$ cat config.mk
export PLATFORM = sky130hd
export DESIGN_NAME = dmem_port_arbiter_flat
export DESIGN_NICKNAME = d
export VERILOG_FILES = /design/src/rtl/dmem_port_arbiter_pkg.sv /design/src/rtl/dmem_port_arbiter_if.sv /design/src/rtl/dmem_port_arbiter_rr_pick.sv /design/src/rtl/dmem_port_arbiter.sv /design/src/flat_wrapper.sv
export SDC_FILE = /design/constraint.sdc
export NUM_CORES = 1
export LEC_CHECK = 0
export ABC_CLOCK_PERIOD_IN_PS = 6100
export CAP_MARGIN = 20
export CORE_AREA = 2 2 121 123
export DETAILED_ROUTE_END_ITERATION = 8
export DIE_AREA = 0 0 123 125
export GPL_TIMING_DRIVEN = 0
export HOLD_SLACK_MARGIN = 0.12
export PLACE_DENSITY = 0.52
export SETUP_SLACK_MARGIN = 0.15
export SYNTH_ARGS = -nofsm -noshare
export SYNTH_HDL_FRONTEND = slang
export SYNTH_SLANG_ARGS = --single-unit
$ cat constraint.sdc
create_clock -name clk -period 6.1 [get_ports clk]
set_input_delay 1.22 -clock clk [delete_from_list [all_inputs] [get_ports clk]]
set_output_delay 1.22 -clock clk [all_outputs]
set_load 0.01 [all_outputs]
$ cat src/rtl/dmem_port_arbiter_pkg.sv
// Shared types and constants for the data-memory port arbiter.
// Owner encoding is also the rr_pick winner encoding.
package dmem_port_arbiter_pkg;

  typedef logic owner_t;

  localparam owner_t     OWNER_CORE = 1'b0;
  localparam owner_t     OWNER_DBG  = 1'b1;
  localparam logic [3:0] WE_NONE    = 4'b0;

  // Tracks the single read in flight so the next-cycle BRAM data goes to its owner.
  typedef struct packed {
    logic   valid;
    owner_t owner;
  } rd_tag_t;

  localparam rd_tag_t RD_TAG_IDLE = '{valid: 1'b0, owner: OWNER_CORE};

  function automatic logic is_read(input logic [3:0] we);
    return we == WE_NONE;
  endfunction

endpackage

$ cat src/rtl/dmem_port_arbiter_if.sv
// Requester and BRAM port-B signal bundle for dmem_port_arbiter.
// The slave modport is the arbiter's view; master is the surrounding system's view.
interface dmem_port_arbiter_if;

  logic        c_req;
  logic [3:0]  c_we;
  logic [31:0] c_addr;
  logic [31:0] c_wdata;
  logic        c_gnt;
  logic        c_stall;
  logic        c_rvalid;
  logic [31:0] c_rdata;

  logic        d_req;
  logic        d_lock;
  logic [3:0]  d_we;
  logic [31:0] d_addr;
  logic [31:0] d_wdata;
  logic        d_gnt;
  logic        d_rvalid;
  logic [31:0] d_rdata;

  logic [3:0]  m_we;
  logic [31:0] m_addr;
  logic [31:0] m_wdata;
  logic [31:0] m_dout;

  modport slave (
    input  c_req, c_we, c_addr, c_wdata,
    output c_gnt, c_stall, c_rvalid, c_rdata,
    input  d_req, d_lock, d_we, d_addr, d_wdata,
    output d_gnt, d_rvalid, d_rdata,
    output m_we, m_addr, m_wdata,
    input  m_dout
  );

  modport master (
    output c_req, c_we, c_addr, c_wdata,
    input  c_gnt, c_stall, c_rvalid, c_rdata,
    output d_req, d_lock, d_we, d_addr, d_wdata,
    input  d_gnt, d_rvalid, d_rdata,
    input  m_we, m_addr, m_wdata,
    output m_dout
  );

endinterface

$ cat src/rtl/dmem_port_arbiter_rr_pick.sv
// Combinational two-way pick: lock, single requester, forced dbg, then preference pointer.
// req[0] is the core side, req[1] the dbg side.
module dmem_port_arbiter_rr_pick
  import dmem_port_arbiter_pkg::*;
(
  input  logic [1:0] req,
  input  logic       ptr,
  input  logic       force_dbg,
  input  logic       lock,
  output logic       gnt_vld,
  output owner_t     winner,
  output logic       next_ptr
);

  always_comb begin
    gnt_vld  = |req;
    winner   = OWNER_CORE;
    next_ptr = ptr;
    if (lock && req[1]) begin
      winner = OWNER_DBG;
    end else if (req == 2'b10) begin
      winner = OWNER_DBG;
    end else if (req == 2'b11) begin
      winner = (force_dbg || ptr) ? OWNER_DBG : OWNER_CORE;
    end
    // After contention the loser becomes preferred; ptr and owner share encoding.
    if (req == 2'b11) next_ptr = ~winner;
  end

endmodule

$ cat src/rtl/dmem_port_arbiter.sv
// Shares BRAM port B between the LSU and the debug loader, one access per cycle,
// steering the 1-cycle-latency read data back to whichever side issued the read.
module dmem_port_arbiter
  import dmem_port_arbiter_pkg::*;
#(
  parameter bit          RR_EN    = 1'b1,
  parameter int unsigned MAX_WAIT = 8
) (
  input  logic               clk,
  input  logic               rst,
  dmem_port_arbiter_if.slave bus
);

  localparam logic [7:0] WAIT_LIM = 8'(MAX_WAIT);

  logic       ptr_q, ptr_d;
  logic       locked_q, locked_d;
  logic [7:0] wait_cnt_q, wait_cnt_d;
  rd_tag_t    rd_tag_q, rd_tag_d;

  logic       pick_vld;
  owner_t     pick_owner;
  logic       pick_next_ptr;
  logic       c_gnt, d_gnt;
  logic [3:0] m_we_sel;

  dmem_port_arbiter_rr_pick u_pick (
    .req       ({bus.d_req, bus.c_req}),
    .ptr       (ptr_q),
    .force_dbg (wait_cnt_q == WAIT_LIM),
    .lock      (locked_q),
    .gnt_vld   (pick_vld),
    .winner    (pick_owner),
    .next_ptr  (pick_next_ptr)
  );

  // Grants and port mux; reset suppresses every grant so no write can slip through.
  always_comb begin
    c_gnt    = ~rst & pick_vld & (pick_owner == OWNER_CORE);
    d_gnt    = ~rst & pick_vld & (pick_owner == OWNER_DBG);
    m_we_sel = WE_NONE;
    if (c_gnt)      m_we_sel = bus.c_we;
    else if (d_gnt) m_we_sel = bus.d_we;
  end

  always_comb begin
    bus.c_gnt   = c_gnt;
    bus.d_gnt   = d_gnt;
    bus.c_stall = bus.c_req & ~c_gnt;
    bus.m_we    = m_we_sel;
    bus.m_addr  = d_gnt ? bus.d_addr  : bus.c_addr;
    bus.m_wdata = d_gnt ? bus.d_wdata : bus.c_wdata;
  end

  always_comb begin
    ptr_d    = RR_EN ? pick_next_ptr : 1'b0;
    locked_d = d_gnt & bus.d_lock;

    wait_cnt_d = 8'd0;
    if (bus.d_req && !d_gnt)
      wait_cnt_d = (wait_cnt_q == WAIT_LIM) ? wait_cnt_q : wait_cnt_q + 8'd1;

    rd_tag_d = RD_TAG_IDLE;
    if ((c_gnt || d_gnt) && is_read(m_we_sel))
      rd_tag_d = '{valid: 1'b1, owner: d_gnt ? OWNER_DBG : OWNER_CORE};
  end

  always_ff @(posedge clk) begin
    if (rst) begin
      ptr_q      <= 1'b0;
      locked_q   <= 1'b0;
      wait_cnt_q <= 8'd0;
      rd_tag_q   <= RD_TAG_IDLE;
    end else begin
      ptr_q      <= ptr_d;
      locked_q   <= locked_d;
      wait_cnt_q <= wait_cnt_d;
      rd_tag_q   <= rd_tag_d;
    end
  end

  // Read return: a read in flight when reset is asserted is silently dropped.
  always_comb begin
    bus.c_rvalid = ~rst & rd_tag_q.valid & (rd_tag_q.owner == OWNER_CORE);
    bus.d_rvalid = ~rst & rd_tag_q.valid & (rd_tag_q.owner == OWNER_DBG);
    bus.c_rdata  = bus.c_rvalid ? bus.m_dout : 32'd0;
    bus.d_rdata  = bus.d_rvalid ? bus.m_dout : 32'd0;
  end

endmodule

$ cat src/flat_wrapper.sv
// flat-port wrapper written by rule: the top's interface ports become plain ports
module dmem_port_arbiter_flat import dmem_port_arbiter_pkg::*;
#(
  parameter bit          RR_EN    = 1'b1,
  parameter int unsigned MAX_WAIT = 8
)
  (clk, rst, bus_c_req, bus_c_we, bus_c_addr, bus_c_wdata, bus_c_gnt, bus_c_stall, bus_c_rvalid, bus_c_rdata, bus_d_req, bus_d_lock, bus_d_we, bus_d_addr, bus_d_wdata, bus_d_gnt, bus_d_rvalid, bus_d_rdata, bus_m_we, bus_m_addr, bus_m_wdata, bus_m_dout);
  dmem_port_arbiter_if bus_i ();
  input  logic clk;
  input  logic rst;
  input wire logic [$bits(bus_i.c_req)-1:0] bus_c_req;
  input wire logic [$bits(bus_i.c_we)-1:0] bus_c_we;
  input wire logic [$bits(bus_i.c_addr)-1:0] bus_c_addr;
  input wire logic [$bits(bus_i.c_wdata)-1:0] bus_c_wdata;
  output wire logic [$bits(bus_i.c_gnt)-1:0] bus_c_gnt;
  output wire logic [$bits(bus_i.c_stall)-1:0] bus_c_stall;
  output wire logic [$bits(bus_i.c_rvalid)-1:0] bus_c_rvalid;
  output wire logic [$bits(bus_i.c_rdata)-1:0] bus_c_rdata;
  input wire logic [$bits(bus_i.d_req)-1:0] bus_d_req;
  input wire logic [$bits(bus_i.d_lock)-1:0] bus_d_lock;
  input wire logic [$bits(bus_i.d_we)-1:0] bus_d_we;
  input wire logic [$bits(bus_i.d_addr)-1:0] bus_d_addr;
  input wire logic [$bits(bus_i.d_wdata)-1:0] bus_d_wdata;
  output wire logic [$bits(bus_i.d_gnt)-1:0] bus_d_gnt;
  output wire logic [$bits(bus_i.d_rvalid)-1:0] bus_d_rvalid;
  output wire logic [$bits(bus_i.d_rdata)-1:0] bus_d_rdata;
  output wire logic [$bits(bus_i.m_we)-1:0] bus_m_we;
  output wire logic [$bits(bus_i.m_addr)-1:0] bus_m_addr;
  output wire logic [$bits(bus_i.m_wdata)-1:0] bus_m_wdata;
  input wire logic [$bits(bus_i.m_dout)-1:0] bus_m_dout;
  assign bus_i.c_req = bus_c_req;
  assign bus_i.c_we = bus_c_we;
  assign bus_i.c_addr = bus_c_addr;
  assign bus_i.c_wdata = bus_c_wdata;
  assign bus_c_gnt = bus_i.c_gnt;
  assign bus_c_stall = bus_i.c_stall;
  assign bus_c_rvalid = bus_i.c_rvalid;
  assign bus_c_rdata = bus_i.c_rdata;
  assign bus_i.d_req = bus_d_req;
  assign bus_i.d_lock = bus_d_lock;
  assign bus_i.d_we = bus_d_we;
  assign bus_i.d_addr = bus_d_addr;
  assign bus_i.d_wdata = bus_d_wdata;
  assign bus_d_gnt = bus_i.d_gnt;
  assign bus_d_rvalid = bus_i.d_rvalid;
  assign bus_d_rdata = bus_i.d_rdata;
  assign bus_m_we = bus_i.m_we;
  assign bus_m_addr = bus_i.m_addr;
  assign bus_m_wdata = bus_i.m_wdata;
  assign bus_i.m_dout = bus_m_dout;
  dmem_port_arbiter #(.RR_EN(RR_EN), .MAX_WAIT(MAX_WAIT)) u_core (.clk(clk), .rst(rst), .bus(bus_i));
endmodule
==> summary.md, run 1 <==
| Metric | Value |
|---|---|
| WP data required | `4880 ps` |
| # DRC | `0` |
| DIE AREA | `roughly 15000 um2` |
| GRT Util Overall | `13.8%` |
| Area growth, synth to finish | `168%` |
| Post-CTS sizing | `0` |
| CTS tree | `built` |
| Via count | `2873` |
| Commonest cells after routing, fill and taps aside | `307 x clkdlybuf4s50_1, 65 x and2_1, 37 x mux2_2, 27 x mux2_4, 13 x nor2_1` |
| Share of cells above drive strength 1 | `15.0%` |
| Via-per-instance ratio | `approximately 4.0` |
| Status | `finished clean` |
| Relative slew slack | `40.5%` |
| PwrDens | `94.8 nW/um2` |
| Critical path class | `in2out` |
| Commonest non-fill, non-tap cell in the layout | `clkdlybuf4s50_1` |
| Largest net degree at the start of global routing | `11` |
| Endpoint class of the critical path | `output pin` |
| # diodes | `0` |
| Port bufs | `307` |
| DRT Pass-1 Iters | `4` |
| Top cell type by total area after synthesis | `mux2_2` |
| Final-report setup violation count | `0` |
| RSZ-0062 raised after global routing | `no` |
| Setup TNS | `0 ps` |
| Cts bufs inserted | `3` |
| CTS Hold Bufs | `0` |
| Simple-Gate Fraction of Synth Area | `between 30% and 40%` |
| Worst path arrival time | `3790 ps` |
| # clock sinks | `12` |
| Die Span Y | `125 um` |
| Row count | `44` |
| Synth Area in XOR/XNOR | `2.60%` |
| Worst min-delay path class | `reg2reg` |
| Synth Area in Adders | `1.24%` |
| CTS root buf | `clkbuf_16` |
| Ys Warns | `0` |
| Final Power | `between 500 and 600 uW` |
| Mapped Nets | `398` |
| Syn Area/Cell | `9.06 um2` |
| Distinct cells, synth | `33` |
| Fin crit share | `82.2%` |
| Die extent in x | `123 um` |
| Clk buf depth | `2` |
| Min Clock Period, post-route | `5010 ps` |
| WL final | `~11000 um` |
| Max-slew violations | `0` |
| Maximum VDD drop | `0.0734 mV` |
| Worst skew pair latency | `240 ps` |
| Mux contribution to synthesized area | `40.7%` |
| Drt wl/cell | `15.9 um` |
| Post-synth EDFFs | `0` |
| Top FF cell, synth | `dfxtp_1` |
| Final hold vios | `0` |
| Post-CTS Setup Bufs | `0` |
| I/O Pins | `310` |
| Initial antenna violation count | `0` |
| Post-Syn Instances | `around 220` |
| Antenna-violating nets left | `0` |
| Post-synthesis sequential area ratio | `a little under an eighth` |
| Nets | `710` |
| Slew @ Worst Pin | `~900 ps` |
| Async SR Flop Fraction | `0%` |
| Clock skew | `6.48 ps` |
| Seq cells post-synth | `12` |
| H-Tree Level Count | `1` |
| Top cell type's share of synthesized area | `20.6%` |
| Compound-Gate Fraction of Synth Area | `around 4.9%` |
| Hpwl dp | `10300 um` |
| Max Cap Viol | `0` |
| Core Area | `14200 um2` |
| Static Leak | `between 0.002 and 0.0025 uW` |
| Kind of start point of the critical path | `primary input` |
| Total gr overflow | `0` |
| Vias in the first global route | `2931` |
| Largest cells by area after synthesis | `mux2_2 21%, and2_1 20%, mux2_4 20%` |
| 1st-iter DRT viols | `53` |
| Max Clk Rate | `roughly 0.2 GHz` |
| Clk pin slew, worst setup/hold paths | `roughly 50 ps` |
| Largest family of logic cells by synthesized area | `multiplexers` |
| Final GP Congestion | `0.837` |
| Starting Density | `14.2%` |
| First-pass GRT wire length | `16200 um` |
| CP Max Fanout | `10` |
| Mapped Area | `~2000 um2` |
## report_power, final
group,internal (uW),total (uW),switching [uW]
clock network,99.0,133,34.5
registers,80.0,80.7,0.686
logic,207,299,91.7
total,386,513,127
## per-layer routing
layer | global-route usage [%] | wire [um] | vias up
met1 | 13.5 | 3820 | 1283
met2 | 28.4 | 6250 | 185
met4 | 1.54 | 68 | 0
met3 | 4.01 | 1280 | 6
met5 | 0 | 0 | -
li1 | - | - | 1399
## synth_stat cells, drive strengths merged (2+ instances only)
cell type and n:
mux2 64, xor2 4, nand3 12, and2 65, nand2 3, buf 8
inv 3, nor3b 2, dfxtp 12, xnor2 2, nand3b 4, ha 2
clkbuf 9, and3 4, nor4b 2, nor2 13, a31oi 4
## flip-flops by register name, indices dropped and copies added (netlist names)
register / count
u_core.locked_q: 1
u_core.rd_tag_q: 2
u_core.ptr_q: 1
u_core.wait_cnt_q: 8
## per-stage QoR
| stage | area (um2) | hold WS, ps | std cells | worst slack (ps) | util (%) |
|---|---|---|---|---|---|
| floorplan | 2020 | 426 | 223 | 2210 | - |
| global placement | 5320 | 440 | 714 | 1010 | 37.5 |
| detailed placement | 5320 | 449 | 714 | 962 | 37.5 |
| CTS | 5410 | 461 | 718 | 947 | 38.1 |
| global route | 5410 | 490 | 718 | 825 | 38.1 |
| finish | 5410 | 455 | 718 | 1090 | 38.1 |
## cell families after synthesis
family,Yosys count
simple gates,109
mux,64
flops,12
compound gates,10
buf+inv,20
fa+ha+maj,2
xor+xnor,6
## path summary, 6_finish.rpt
path,from,endpoint,slack (ps),cells past startpoint
worst max-delay path,rst,bus_c_rdata[16],1090,6
worst min-delay path,u_core.wait_cnt_q[0],u_core.wait_cnt_q[0],450,1
worst max register to register,u_core.wait_cnt_q[0],u_core.rd_tag_q[1],4020,8
worst min register to register,u_core.wait_cnt_q[0],u_core.wait_cnt_q[0],450,1
## area by class of cell
type / count / area (um2)
buffer: 17 / 98.8
tap: 184 / 230
timing repair buffer: 307 / 3070
sequential: 12 / 240
multi-input combinational: 191 / 1670
inverter: 3 / 11.3
fill: 1417 / 8790
clock buffer: 4 / 88.8
## worst max-delay path, cell delays in order
cell and delay [ps]:
clkdlybuf4s50_1 420, clkbuf_1 240, nor3b_1 790, clkbuf_1 370
and2_1 180, clkdlybuf4s50_1 570
No activity file was read; power rests on OpenSTA's default activity.
==> inputs of run 2 (changes only) <==
--- a/config.mk
+++ b/config.mk
@@ -5,14 +5,14 @@
 export SDC_FILE = /design/constraint.sdc
 export NUM_CORES = 1
 export LEC_CHECK = 0
-export ABC_CLOCK_PERIOD_IN_PS = 6100
+export ABC_CLOCK_PERIOD_IN_PS = 5100
 export CAP_MARGIN = 20
-export CORE_AREA = 2 2 121 123
+export CORE_AREA = 2 2 119 121
 export DETAILED_ROUTE_END_ITERATION = 8
-export DIE_AREA = 0 0 123 125
+export DIE_AREA = 0 0 121 123
 export GPL_TIMING_DRIVEN = 0
 export HOLD_SLACK_MARGIN = 0.12
-export PLACE_DENSITY = 0.52
+export PLACE_DENSITY = 0.54
 export SETUP_SLACK_MARGIN = 0.15
 export SYNTH_ARGS = -nofsm -noshare
 export SYNTH_HDL_FRONTEND = slang
==> constraint.sdc (replaced) <==
create_clock -name clk -period 5.1 [get_ports clk]
set_input_delay 1.02 -clock clk [delete_from_list [all_inputs] [get_ports clk]]
set_output_delay 1.02 -clock clk [all_outputs]
set_load 0.01 [all_outputs]
==> run 2 against run 1 <==
Die area fell by 3.2%. Clock skew fell by 5.6 ps. Utilization rose by 1.5 points. Design area fell by 0.35%. Via count fell by 2.3%. Register-to-register slack got worse by 1000 ps. Global-route usage fell by 0.32 points. Non-clock buffer count did not move. Combinational power rose by 19%. Largest cell class unchanged.
==> summary.md, run 2 (synthesized netlist as in run 1, its figures left out) <==
| Metric | Value |
|---|---|
| I/O Pins | `310` |
| Slew @ Worst Pin | `892 ps` |
| Hpwl dp | `10100 um` |
| Maximum VDD drop | `0.0826 mV` |
| H-Tree Level Count | `1` |
| Core Area | `13600 um2` |
| Fin crit share | `89.0%` |
| GRT Util Overall | `a little over an eighth` |
| Clk buf depth | `2` |
| RSZ-0062 raised after global routing | `no` |
| Max Clk Rate | `0.220 GHz` |
| Nets | `710` |
| DIE AREA | `14900 um2` |
| Via-per-instance ratio | `a little under 4` |
| Post-CTS Setup Bufs | `0` |
| Largest net degree at the start of global routing | `11` |
| Via count | `2808` |
| Relative slew slack | `between 40% and 50%` |
| Cts bufs inserted | `3` |
| Kind of start point of the critical path | `primary input` |
| FF-to-FF setup slack | `approximately 3000 ps` |
| Critical path class | `in2out` |
| Final Power | `approximately 590 uW` |
| Setup TNS | `0 ps` |
| CTS root buf | `clkbuf_16` |
| Starting Density | `14.8%` |
| Min Clock Period, post-route | `4540 ps` |
| Antenna-violating nets left | `0` |
| Die extent in x | `about 120 um` |
| Final GP Congestion | `0.753` |
| Final-report setup violation count | `0` |
| Final hold vios | `0` |
| Max Cap Viol | `0` |
| WP data required | `4080 ps` |
| Worst Setup SP | `rst` |
| Share of cells above drive strength 1 | `14.8%` |
| Worst Hold End | `u_core.wait_cnt_q[0]` |
| HP Start | `u_core.wait_cnt_q[0]` |
| Row count | `between 40 and 50` |
| # clock sinks | `12` |
| Vias in the first global route | `2884` |
| WL final | `11200 um` |
| Initial antenna violation count | `0` |
| Total gr overflow | `0` |
| CTS Hold Bufs | `0` |
| PwrDens | `roughly 110 nW/um2` |
| Drt wl/cell | `15.8 um` |
| Port bufs | `307` |
| # diodes | `0` |
| Worst path arrival time | `3520 ps` |
| Area growth, synth to finish | `167%` |
| RR Startpoint | `u_core.wait_cnt_q[0]` |
| Commonest cells after routing, fill and taps aside | `307 x clkdlybuf4s50_1, 65 x and2_1, 37 x mux2_2, 27 x mux2_4, 13 x nor2_1` |
| Clk pin slew, worst setup/hold paths | `40 ps` |
| Worst skew pair latency | `around 240 ps` |
| First-pass GRT wire length | `15600 um` |
| Biggest register | `u_core.wait_cnt_q` |
| Worst Reg-to-Reg Cells | `8` |
| Static Leak | `0.00209 uW` |
| Largest register FFs | `8` |
| Status | `finished clean` |
| 1st-iter DRT viols | `33` |
| # DRC | `0` |
| DRT Pass-1 Iters | `4` |
| Worst min-delay path class | `reg2reg` |
| Top flop regs | `u_core.wait_cnt_q (8), u_core.rd_tag_q (2)` |
| Post-CTS sizing | `0` |
| Max-slew violations | `0` |
| CP Max Fanout | `10` |
| Commonest non-fill, non-tap cell in the layout | `clkdlybuf4s50_1` |
| Die Span Y | `123 um` |
| Fin Hold WS | `about 460 ps` |
| Worst reg2reg path endpoint | `u_core.rd_tag_q[1]` |
| CTS tree | `built` |
| Hold path depth | `1` |
| Endpoint class of the critical path | `output pin` |
| Clock skew | `0.893 ps` |
run 2: worst max-delay path by stage:
stage / end / slack [ps] / cells after the start
6_report: bus_c_rdata[28] / 560 / 6
3_3_place_gp: bus_c_rdata[9] / 450 / 6
3_5_place_dp: bus_c_rdata[29] / 460 / 6
5_1_grt: bus_c_rdata[9] / 310 / 6
2_1_floorplan: bus_m_addr[10] / 1610 / 7
4_1_cts: bus_c_rdata[9] / 450 / 6
run 2: power by group:
part           leakage [uW]  internal (uW)  switching [uW]
Combinational       0.00195            248             108
Clock             0.0000370            102            39.7
Sequential        0.0000971           95.7           0.869
run 2: stage by stage:
step | util [%] | instances | instance area [um2] | setup slack [ps]
6_report | 39.6 | 713 | 5390 | 559
2_1_floorplan | - | 223 | 2020 | 1610
4_1_cts | 39.6 | 713 | 5390 | 448
5_1_grt | 39.6 | 713 | 5390 | 309
3_5_place_dp | 39.1 | 710 | 5320 | 455
3_3_place_gp | 39.1 | 710 | 5320 | 449
run 2: layout make-up:
cell class | count | area [um2]
timing repair buffer | 307 | 3070
fill | 1310 | 8220
sequential | 12 | 240
tap | 180 | 225
buffer | 17 | 98.8
clock buffer | 3 | 75.1
inverter | 3 | 11.3
multi-input combinational | 191 | 1670
run 2: per-layer routing:
layer  GRT usage, %  share of wire (%)  vias up
met1           13.8                 34     1211
met2           26.5                 53      192
met3           4.75                 12        8
met5              0                  0        -
li1               -                  -     1397
met4           2.25               0.70        0
run 2: worst max-delay path, stage by stage:
cell and delay, ps:
clkdlybuf4s50_1 410, clkbuf_1 230, nor3b_1 790, clkbuf_1 340
and2_1 180, clkdlybuf4s50_1 540
==> inputs of run 3 (changes only) <==
--- a/config.mk
+++ b/config.mk
@@ -6,7 +6,7 @@
 export NUM_CORES = 1
 export LEC_CHECK = 0
 export ABC_CLOCK_PERIOD_IN_PS = 5100
-export CAP_MARGIN = 20
+export CAP_MARGIN = 30
 export CORE_AREA = 2 2 119 121
 export DETAILED_ROUTE_END_ITERATION = 8
 export DIE_AREA = 0 0 121 123
==> results of run 3 <==
No change in the layout: final DEF, timing and power equal those of run 2.
==> variant 1, RTL diff (settings of run 2) <==
`RR_EN` is set to 1'b1 in 2 places; all go to 1'b0.
--- a/src/rtl/dmem_port_arbiter.sv
+++ b/src/rtl/dmem_port_arbiter.sv
@@ -4,5 +4,5 @@
   import dmem_port_arbiter_pkg::*;
 #(
-  parameter bit          RR_EN    = 1'b1,
+  parameter bit          RR_EN    = 1'b0,
   parameter int unsigned MAX_WAIT = 8
 ) (
--- a/src/flat_wrapper.sv
+++ b/src/flat_wrapper.sv
@@ -2,5 +2,5 @@
 module dmem_port_arbiter_flat import dmem_port_arbiter_pkg::*;
 #(
-  parameter bit          RR_EN    = 1'b1,
+  parameter bit          RR_EN    = 1'b0,
   parameter int unsigned MAX_WAIT = 8
 )
Behaviour: not the same (a bounded check fails within 4 cycles, from zero or initial values and one cycle with rst high).
==> variant 1 against run 2 <==
- global-route usage up 1.1 points
- critical path type unchanged
- design area down 3.8%
- sequential cell count down 1
- wire length up 2.1%
- synthesized cell count down 9.4%
- via count down 5.2%
- worst setup slack better by 0.23 ns
- synthesized area down 11%
- total power down 5.0%
==> variant 1: results (changes against run 2) <==
Iter 0 DRT Violations=47 (+42%); fin. max-slew vios=0 (unchanged); Netlist cell types=29 (-12%); post-synthesis sequential area ratio=0.123 (+0.00403); Main synth FF type=dfxtp_1; initial antenna violation count=0 (unchanged); Peak VDD IR=0.0766 mV (-7.3%); syn nets=377 (-5.3%); DP Wirelength=10200 um (+0.43%); dpl ws=0.640 ns (+0.185 ns); I/O Buffers=309 (+0.65%); layout cell share with drive strength beyond 1=0.0311 (-0.117); status=completed; compound-cell area share of the yosys netlist=0.0496 (+0.000669); GPL Wtd Cong=0.832 (+11%); top cells by area, synth=mux2_1 40%, and2_1 23%, dfxtp_1 12%, buf_6 4.4%, xor2_1 2.4%; ant diodes=0 (unchanged); crit path DAT=3.29 ns (-0.23 ns); Setup Skew=0.00347 ns (+0.00258 ns); first-pass GRT wire length=16500 um (+5.7%); Mapped Cells=202 (-9.4%); largest net degree at the start of global routing=11 (unchanged); later-pin clock latency in the skew report=0.24 ns (about the same); Adder-Cell Fraction of Synth Area=0.0140 (+0.00158); Slowest-stage cell, CP=nor3b_1; multiplexer share of the synthesized area=0.403 (-0.00455); top cells by count, synth=65 x and2_1, 63 x mux2_1, 11 x dfxtp_1, 10 x nor2_1, 7 x buf_6; Post-CTS Setup Bufs=0 (unchanged); fill count=1366 (+4.3%); clock slew at reported path FFs=0.04 ns (about the same); Worst-Margin Slew=0.878 ns (-0.0136 ns); Min Hold Slack=0.502 ns (+0.0371 ns); P_leak=0.00192 uW (-7.9%); Synth Area in XOR/XNOR=0.0294 (+0.00333); drt first pass iters=4 (unchanged); period utilization=0.845 (-0.0451); R2R Setup Slk=2.92 ns (-0.08 ns); top flop regs=u_core.wait_cnt_q x8, u_core.rd_tag_q x2, u_core.locked_q x1; via count=2661 (-5.2%); CTS Buffer Depth=2 (unchanged); WL per Instance=16.5 um (+4.8%); clock root buffer master=clkbuf_16; Hold/Removal Path Class=reg -> reg; fin nets=691 (-2.7%); GRT Resource Usage Total=0.146 (+0.0111); final cell count without fillers=695 (-2.5%); number of global-route vias before repair=2841 (-1.5%); Ys Warns=0 (unchanged); # resized after CTS=0 (unchanged); CP max stage delay=0.67 ns (-0.12 ns)
## variant 1: logic make-up (layout without fill, tap and decap cells)
logic type	count (synthesis)	in the layout
simple gates	90	90
mux	64	64
buf+inv	19	332
flops	11	11
compound gates	10	10
xor+xnor	6	6
fa+ha+maj	2	2
## variant 1: layout make-up
class,count,area share
Tap cell,180,0.0434
Inverter,5,0.00362
Clock buffer,4,0.0152
Sequential cell,11,0.0425
Timing Repair Buffer,309,0.596
Buffer,14,0.0210
Multi-Input combinational cell,172,0.278
## variant 1: report_power, final
part           total [uW]  internal [uW]  leakage [uW]  switching, uW
registers            88.7           87.6     0.0000890           1.08
clock network         144            105     0.0000382           39.2
logic                 332            229       0.00180            103
total                 565            422       0.00192            143
## variant 1: per-stage QoR
step	util	area [um^2]
CTS	0.381	5190
global placement	0.375	5110
global route	0.381	5190
finish	0.381	5190
detailed placement	0.375	5110
floorplan	-	1790
## variant 1: worst paths after layout
check / end / cells past startpoint / from
worst max-delay path: bus_c_rdata[13] / 5 / rst
worst min-delay path: u_core.wait_cnt_q[0] / 1 / u_core.wait_cnt_q[0]
worst max register to register: u_core.rd_tag_q[1] / 6 / u_core.wait_cnt_q[0]
worst min register to register: u_core.wait_cnt_q[0] / 1 / u_core.wait_cnt_q[0]
## variant 1: layer usage
| metal | share of wire | global-route usage | vias to the layer above |
|---|---|---|---|
| met5 | 0 | 0 | - |
| met4 | 0.014 | 0.0247 | 0 |
| met3 | 0.16 | 0.0927 | 9 |
| met2 | 0.48 | 0.262 | 170 |
| li1 | - | - | 1324 |
| met1 | 0.34 | 0.144 | 1158 |
==> variant 2, RTL diff (settings of run 2) <==
Without the edit above. Make the reset (`rst`) asynchronous in one clocked block.
--- a/src/rtl/dmem_port_arbiter.sv
+++ b/src/rtl/dmem_port_arbiter.sv
@@ -66,5 +66,5 @@
   end
 
-  always_ff @(posedge clk) begin
+  always_ff @(posedge clk or posedge rst) begin
     if (rst) begin
       ptr_q      <= 1'b0;
Check against the original RTL: no difference found for any inputs over 10 cycles, from zero or initial values and one cycle with rst high; that may be too few to reach the edited logic, so the function may still have changed.
==> variant 2 against run 2 <==
- combinational power grew 9.0%
- global-route usage grew 1.2 points
- maximum frequency shrank 4.8%
- critical path depth grew 2
- worst setup slack lost 0.23 ns
- wire length grew 9.0%
- clock power is essentially flat
- total power grew 6.3%
- highest routed layer unchanged
- sequential cell count is the same
- design area shrank 1.1%
- synthesized cell count grew 1.3%
- via count grew 2.3%
- synthesized area shrank 3.4%
- cell count grew 0.56%
==> variant 2: results (changes against run 2) <==
status=completed; top flop regs=u_core.wait_cnt_q x8, u_core.rd_tag_q x2; post-synthesis sequential area ratio=0.154 (+0.0350); Netlist cell types=32 (-3.0%); R2R Setup Slk=2.99 ns (about the same); top cells by count, synth=66 x and2_1, 37 x mux2_2, 27 x mux2_1, 12 x dfrtp_1, 11 x nor2_1; end of the critical path=bus_m_addr[28]; Multi-input gate area=1540 um^2 (-7.5%); I/O Buffers=308 (+0.33%); TritonCTS Buffers=3 (unchanged); largest net degree at the start of global routing=15 (+4); Hold EP=u_core.ptr_q; # resized after CTS=0 (unchanged); P_leak=0.00199 uW (-4.7%); top cells by area, synth=mux2_2 21%, and2_1 21%, mux2_1 16%, dfrtp_1 15%, buf_6 2.3%; CP max stage delay=0.58 ns (-0.21 ns); syn nets=401 (+0.75%); Iter 0 DRT Violations=47 (+42%); crit path DAT=3.75 ns (+0.23 ns); Peak VDD IR=0.0732 mV (-11%); layout cell share with drive strength beyond 1=0.0950 (-0.0532); final wirelength=12200 um (+9.0%); first-pass GRT wire length=16400 um (+4.9%); GPL Wtd Cong=0.792 (+5.2%); CTS Buffer Depth=2 (unchanged); Worst-Margin Slew=0.760 ns (-0.132 ns); Via density=4.01 (+1.7%); Setup Skew=0.00314 ns (+0.00225 ns); clock root buffer master=clkbuf_16; min-delay src=u_core.ptr_q; initial antenna violation count=0 (unchanged); number of global-route vias before repair=2871 (-0.45%); RR Startpoint=u_core.wait_cnt_q[0]; fin nets=714 (+0.56%); Min Hold Slack=0.498 ns (+0.0333 ns); GRT Resource Usage Total=0.146 (+0.0115); Main synth FF type=dfrtp_1; Slowest-stage cell, CP=clkdlybuf4s50_1; H-tree depth=1 (unchanged); clock slew at reported path FFs=0.04 ns (about the same); fill count=1380 (+5.3%); reg2reg path depth=8 (unchanged); later-pin clock latency in the skew report=0.24 ns (about the same); DP Wirelength=11000 um (+8.8%); Worst Setup SP=bus_c_req; share of synthesized flip-flops with an asynchronous set or reset=1.00 (+1.00); Worst R2R End=u_core.rd_tag_q[0]
variant 2: cell types whose count changed after synthesis, sizes merged, moves of 2 or more:
cell    before  now
a21oi        0    3
dfrtp        0   12
nor2        13   11
and3         4    1
xnor2        2    4
dfxtp       12    0
nor4         0    2
nand2b       0    3
xor2         4    2
nand3       12    7
nand2        3    9
variant 2: cells by family after synthesis:
group / after synthesis / synth area share
AOI/OAI and AO/OA: 12 / 0.0423
and+or+nand+nor: 110 / 0.335
adders and majority gates: 2 / 0.0128
DFF: 12 / 0.154
xor gates and xnor gates: 6 / 0.0269
muxes: 65 / 0.375
buffers and inverters: 19 / 0.0545
variant 2: layout make-up:
cell class | instances | area share
inverters | 3 | 0.00211
flip-flops and latches | 12 | 0.0563
plain buffers | 16 | 0.0178
well taps | 180 | 0.0422
clock buffers | 3 | 0.0141
multi-input cells | 195 | 0.289
repair buffers | 308 | 0.578
variant 2: through the flow:
stage	worst slack (ns)	std cells	util	total power [uW]	cell area [um^2]
floorplan	1.75	226	-	228	1950
global placement	0.322	714	0.386	494	5260
detailed placement	0.321	714	0.386	496	5260
CTS	0.312	717	0.392	642	5330
global route	0.263	717	0.392	662	5330
finish	0.328	717	0.392	632	5330
variant 2: layer usage:
metal / track usage / up-vias / wire length (um)
li1: - / 1402 / -
met3: 0.0549 / 2 / 1430
met5: 0 / - / 0
met2: 0.278 / 181 / 6310
met1: 0.156 / 1288 / 4470
met4: 0.0240 / 0 / 40
variant 2: power by group:
group / switching [uW] / internal (uW) / leakage [uW] / total, uW
registers: 2.90 / 99.5 / 0.000163 / 102
logic: 132 / 256 / 0.00179 / 388
clock network: 39.9 / 102 / 0.0000370 / 142
